<file path="config.mk">
export PLATFORM = sky130hd
export DESIGN_NAME = input_debounce
export DESIGN_NICKNAME = d
export VERILOG_FILES = /design/src/rtl/input_debounce_pkg.sv /design/src/rtl/input_debounce_bit.sv /design/src/rtl/input_debounce.sv
export SDC_FILE = /design/constraint.sdc
export NUM_CORES = 1
export LEC_CHECK = 0
export ABC_AREA = 1
export BUFFER_PORTS_ARGS = -buffer_cell sky130_fd_sc_hd__buf_2
export CAP_MARGIN = 20
export CORE_MARGIN = 3
export CORE_UTILIZATION = 50
export CTS_CLUSTER_SIZE = 16
export DETAILED_ROUTE_END_ITERATION = 10
export GPL_TIMING_DRIVEN = 1
export PLACE_DENSITY = 0.66
export REMOVE_ABC_BUFFERS = 1
export SLEW_MARGIN = 5
export SYNTH_ARGS = -nofsm -noshare
export SYNTH_HDL_FRONTEND = slang
export SYNTH_SLANG_ARGS = --single-unit
</file>
<file path="constraint.sdc">
create_clock -name sysclk -period 4.5 [get_ports sysclk]
set_input_delay 0.675 -clock sysclk [delete_from_list [all_inputs] [get_ports sysclk]]
set_output_delay 0.675 -clock sysclk [all_outputs]
set_load 0.05 [all_outputs]
</file>
<file path="src/rtl/input_debounce_pkg.sv">
// ---------------------------------------------------------------------------
// input_debounce_pkg
//
// Purpose: shared constants for the input conditioning stage that sits
// between the board pins and main. Holds the default channel counts and the
// default debounce window (1 ms at the 125 MHz system clock).
//
// Ports: none (package).
// ---------------------------------------------------------------------------
package input_debounce_pkg;

  localparam int SYSCLK_HZ               = 125000000;
  localparam int DEBOUNCE_CYCLES_DEFAULT = 125000;
  localparam int N_BTN_DEFAULT           = 4;
  localparam int N_SW_DEFAULT            = 2;

endpackage

</file>
<file path="src/rtl/input_debounce_bit.sv">
// ---------------------------------------------------------------------------
// debounce_bit
//
// Purpose: one input conditioning channel. A raw asynchronous pin is brought
// into the sysclk domain with a two-flop synchroniser (s1, s2) and a new level
// is accepted into db only after s2 has disagreed with db for
// DEBOUNCE_CYCLES consecutive cycles. Any return to the accepted level
// restarts qualification.
//
// Optional feature macro: INPUT_DEBOUNCE_EDGE_EN
//   defined   -> rise/fall are registered one-cycle pulses that coincide with
//                the cycle in which db has just changed 0->1 / 1->0.
//   undefined -> no edge registers; rise/fall are tied to 0.
//
// Ports:
//   sysclk  in   system clock, all logic on posedge
//   rst     in   asynchronous active-high reset
//   raw     in   raw asynchronous pin
//   db      out  debounced level
//   rise    out  one-cycle pulse on debounced 0->1
//   fall    out  one-cycle pulse on debounced 1->0
// ---------------------------------------------------------------------------
module debounce_bit
  import input_debounce_pkg::*;
#(
  parameter int DEBOUNCE_CYCLES = DEBOUNCE_CYCLES_DEFAULT
) (
  input  logic sysclk,
  input  logic rst,
  input  logic raw,
  output logic db,
  output logic rise,
  output logic fall
);

  localparam int CNT_W = $clog2(DEBOUNCE_CYCLES + 1);
  localparam logic [CNT_W-1:0] CNT_LAST = CNT_W'(DEBOUNCE_CYCLES - 1);

  logic             s1;
  logic             s2;
  logic [CNT_W-1:0] cnt;
  logic             accept;

  // Two-flop synchroniser. s1 may go metastable; only s2 is used downstream.
  always_ff @(posedge sysclk or posedge rst) begin
    if (rst) begin
      s1 <= 1'b0;
      s2 <= 1'b0;
    end else begin
      s1 <= raw;
      s2 <= s1;
    end
  end

  // The new level is taken on the cycle where s2 still disagrees with db and
  // the counter has already seen DEBOUNCE_CYCLES-1 disagreeing cycles.
  assign accept = (s2 != db) && (cnt == CNT_LAST);

  // Stability counter and accepted level. The counter only climbs while s2
  // differs from db and is cleared on acceptance, so it can never wrap.
  always_ff @(posedge sysclk or posedge rst) begin
    if (rst) begin
      cnt <= '0;
      db  <= 1'b0;
    end else if (s2 == db) begin
      cnt <= '0;
    end else if (accept) begin
      cnt <= '0;
      db  <= s2;
    end else begin
      cnt <= cnt + CNT_W'(1);
    end
  end

`ifdef INPUT_DEBOUNCE_EDGE_EN
  // Edge pulses are computed from the same acceptance condition as db so
  // they go high on exactly the edge where db changes and last one cycle.
  // A single acceptance moves db one way only, so rise and fall never meet.
  always_ff @(posedge sysclk or posedge rst) begin
    if (rst) begin
      rise <= 1'b0;
      fall <= 1'b0;
    end else begin
      rise <= accept && s2;
      fall <= accept && !s2;
    end
  end
`else
  // Edge detection not built; the outputs stay present but constant.
  assign rise = 1'b0;
  assign fall = 1'b0;
`endif

endmodule

</file>
<file path="src/rtl/input_debounce.sv">
// ---------------------------------------------------------------------------
// input_debounce
//
// Purpose: input conditioning stage between the board pins and main.
// Synchronises and debounces the raw push-buttons and slide switches into the
// sysclk domain. main consumes btn_db/sw_db in place of the raw pins; each
// accepted change appears DEBOUNCE_CYCLES+2 cycles after the raw pin moved.
//
// Optional feature macro: INPUT_DEBOUNCE_EDGE_EN
//   defined   -> btn_rise/btn_fall carry one-cycle press/release pulses.
//   undefined -> btn_rise/btn_fall are constant 0. Level outputs unchanged.
//
// Ports:
//   sysclk    in   system clock, all logic on posedge
//   rst       in   asynchronous active-high reset
//   btn       in   raw button pins [N_BTN]
//   sw        in   raw switch pins [N_SW]
//   btn_db    out  debounced button levels
//   sw_db     out  debounced switch levels
//   btn_rise  out  one-cycle pulse on debounced button 0->1 (press)
//   btn_fall  out  one-cycle pulse on debounced button 1->0 (release)
// ---------------------------------------------------------------------------
module input_debounce
  import input_debounce_pkg::*;
#(
  parameter int N_BTN           = N_BTN_DEFAULT,
  parameter int N_SW            = N_SW_DEFAULT,
  parameter int DEBOUNCE_CYCLES = DEBOUNCE_CYCLES_DEFAULT
) (
  input  logic             sysclk,
  input  logic             rst,
  input  logic [N_BTN-1:0] btn,
  input  logic [N_SW-1:0]  sw,
  output logic [N_BTN-1:0] btn_db,
  output logic [N_SW-1:0]  sw_db,
  output logic [N_BTN-1:0] btn_rise,
  output logic [N_BTN-1:0] btn_fall
);

  // One independent channel per button; presses and releases on different
  // buttons qualify separately and their pulses may coincide.
  for (genvar i = 0; i < N_BTN; i++) begin : g_btn
    debounce_bit #(
      .DEBOUNCE_CYCLES(DEBOUNCE_CYCLES)
    ) u_bit (
      .sysclk(sysclk),
      .rst   (rst),
      .raw   (btn[i]),
      .db    (btn_db[i]),
      .rise  (btn_rise[i]),
      .fall  (btn_fall[i])
    );
  end

  // Switches only need clean levels, so their edge outputs go nowhere.
  for (genvar i = 0; i < N_SW; i++) begin : g_sw
    debounce_bit #(
      .DEBOUNCE_CYCLES(DEBOUNCE_CYCLES)
    ) u_bit (
      .sysclk(sysclk),
      .rst   (rst),
      .raw   (sw[i]),
      .db    (sw_db[i]),
      .rise  (),
      .fall  ()
    );
  end

endmodule

</file>
==> impl_metrics.json <==
{
  "status": "finished clean",
  "io_buffer_count": 13,
  "synth_top_cell_by_area": "dfrtp_1",
  "dp_slack_ns": 2.655,
  "power.switching_uw": 543.5,
  "h-tree-depth": 4,
  "ant_nets": 0,
  "ys.flop_type": "dfrtp_1",
  "cp.arrival_ns": 1.11,
  "vias": 5327,
  "slowest_stage": "dfrtp_1",
  "die_h_um": 121.9,
  "tightestPinTransition_ns": 0.8437,
  "drv_slew": 0,
  "cap_violations": 0,
  "finalSetupTns_ns": 0,
  "numCtsBuffers": 17,
  "clock_skew_ns": 0.004236,
  "fin_crit_ns": 1.784,
  "grt_pass1_wl_mm": 22.44,
  "setup_viol": 0,
  "synthDominantCellAreaShare_pct": 44.73,
  "finalCritPeriodShare_pct": 39.64,
  "switching_share_pct": 21.01,
  "crit_chain": "buf_2",
  "area_growth_pct": 12.34,
  "critPathLaunchType": "register",
  "cp_num_buf_inv": 1,
  "root_buffer": "clkbuf_16",
  "cp.required_ns": 3.83,
  "mostFrequentLayoutCell": "nand2_1",
  "synth_edf_count": 0,
  "yosysSeqAreaShare_pct": 44.73,
  "post_cts_buffers": 0,
  "leakagePower_nw": 3.235,
  "final_cell_mix": "nand2_1 (234), nor2_1 (183), dfrtp_1 (120), inv_1 (100), nand3_1 (36)",
  "clock.fmax_mhz": 560.6,
  "grt_overflow": 0,
  "antenna_found_initial": 0,
  "route.detailed.drc": 0,
  "synthTopCellsByArea": "dfrtp_1 (45%), nand2_1 (13%), nor2_1 (10%), inv_1 (5.6%), xor2_1 (3.3%)",
  "initial_core_util_pct": 52.14,
  "rsz0062_at_grt": "no",
  "core_area_um2": 12880,
  "comb_power_share_pct": 3.5,
  "max_stage_delay_ns": 0.41,
  "cts.path.max_buffers": 2,
  "drive_gt1_share_pct": 13.46,
  "maxSlewHeadroom_pct": 43.75,
  "pwr-share-clk_pct": 53.4,
  "place.gp.congestion": 0.8060,
  "holdBufCountCts": 0,
  "power.share.sequential_pct": 43.2,
  "power-per-cell-area_nw_per_um2": 343.1,
  "io_pins": 22,
  "peakVddDrop_mv": 0.2834,
  "critPathKind": "reg -> out",
  "cts_tree": "built",
  "routed_wl_mm": 12.85,
  "timing.final.ws_setup_ns": 2.716,
  "synth_cell_types": 24,
  "hold_path.class": "reg -> reg",
  "cpLargestDelayFamily": "flip-flops",
  "worstSkewPairLatency_ns": 0.41,
  "ys_ff_latch": 120,
  "hold_ws_ns": 0.3457,
  "cts_resized": 0,
  "firstDrtPassIters": 5,
  "nets": 930,
  "grt_pass1_vias": 5016,
  "dieArea_um2": 14850,
  "critPathCaptureType": "primary output",
  "grtUsageTotal_pct": 19.01,
  "diodes": 0,
  "clk_pin_slew_ns": 0.05,
  "cts.sinks": 120,
  "dieWidth_um": 121.9,
  "avgSynthCellArea_um2": 7.552,
  "drt_iter0_drc": 306,
  "ys_warn_count": 0,
  "hold_viol": 0,
  "fp-row-count": 41,
  "internal_power_mw": 2.044,
  "vias_per_cell": 4.838,
  "cp_max_fo": 3,
  "syn_area_um2": 6714,
  "grt_max_degree": 70,
  "synthArstFlopShare_pct": 100.0,
  "netlist_instances": 889,
  "dpl.hpwl_mm": 9.322,
  "wl_per_cell_um": 11.67
}
-- cell usage after synthesis, types with 7 or more instances --
cell type and number:
o21ai_0 9, nand4_1 30, nand3_2 9, nor2_1 183, inv_1 101, o21ai_1 12, nor2_2 34, nand2_1 234
xnor2_1 9, buf_4 14, dfrtp_1 120, nand2_2 17, nand3_1 36, xor2_1 25, a21oi_1 8, o21bai_1 13
inv_2 7
-- stage by stage --
stage               cell area, um2  power (mW)  std cells  utilization [%]
floorplan                     6635       1.201        882                -
detailed placement            6933       1.228       1069            53.84
CTS                           7542       2.621       1101            58.58
global route                  7542       2.684       1101            58.58
global placement              6933       1.224       1069            53.84
finish                        7542       2.587       1101            58.58
-- kinds of logic (layout without fill, tap and decap cells) --
logic type | after synthesis | count (layout) | share of synthesized area, %
adder cells (fa/ha/maj) | 6 | 6 | 1.118
buffers and inverters | 122 | 155 | 7.603
other | 1 | 8 | 0.05585
AND/OR/NAND/NOR | 555 | 555 | 36.27
flip-flops | 120 | 120 | 44.73
XOR/XNOR | 37 | 37 | 5.162
AO/OA/AOI/OAI | 48 | 48 | 5.069
-- registers in the layout (all words and copies together) (netlist names) --
register and flops:
g_btn.u_bit.cnt 68, g_btn.u_bit.db 4, g_btn.u_bit.s1 4, g_btn.u_bit.s2 4, g_sw.u_bit.cnt 34, g_sw.u_bit.db 2
g_sw.u_bit.s1 2, g_sw.u_bit.s2 2
-- layer usage --
layer  GRT usage (%)  vias up  routed length [um]
met5               0        -                   0
met4           7.843        0                 210
met3           4.318       20                 413
met2           31.73       75                6175
met1           23.93     2442                6054
li1                -     2790                   -
-- path summary, 6_finish.rpt --
kind,startpoint,end,slack [ns],depth (start not counted)
min in group asynchronous,rst,g_btn[0].u_bit.cnt[15]$_DFF_PP0_,0.43,2
hold reg to reg,g_btn[3].u_bit.s1$_DFF_PP0_,g_btn[3].u_bit.s2$_DFF_PP0_,0.35,0
hold / removal,g_btn[3].u_bit.s1$_DFF_PP0_,g_btn[3].u_bit.s2$_DFF_PP0_,0.35,0
setup / recovery,g_btn[2].u_bit.db$_DFFE_PP0P_,btn_db[2],2.72,1
max in group asynchronous,rst,g_sw[1].u_bit.s1$_DFF_PP0_,3.18,3
setup reg to reg,g_sw[1].u_bit.cnt[0]$_DFF_PP0_,g_sw[1].u_bit.cnt[16]$_DFF_PP0_,3.02,8
-- cell type report --
cell class | count | area, um2
well taps | 172 | 215.2
clock inverters | 8 | 117.6
repair buffers | 15 | 80.08
flip-flops and latches | 120 | 3003
clock buffers | 24 | 491.7
inverters | 108 | 407.9
fillers | 1190 | 5334
multi-input cells | 654 | 3227
-- power by group through the flow --
stage	clock, mW	combinational, mW	sequential, mW
3_3_place_gp	0	0.0909	1.13
5_1_grt	1.46	0.104	1.12
4_1_cts	1.41	0.0936	1.12
2_1_floorplan	0	0.0707	1.13
6_report	1.38	0.0898	1.12
3_5_place_dp	0	0.0934	1.13
Note: power is estimated with default switching activity, not from simulation.
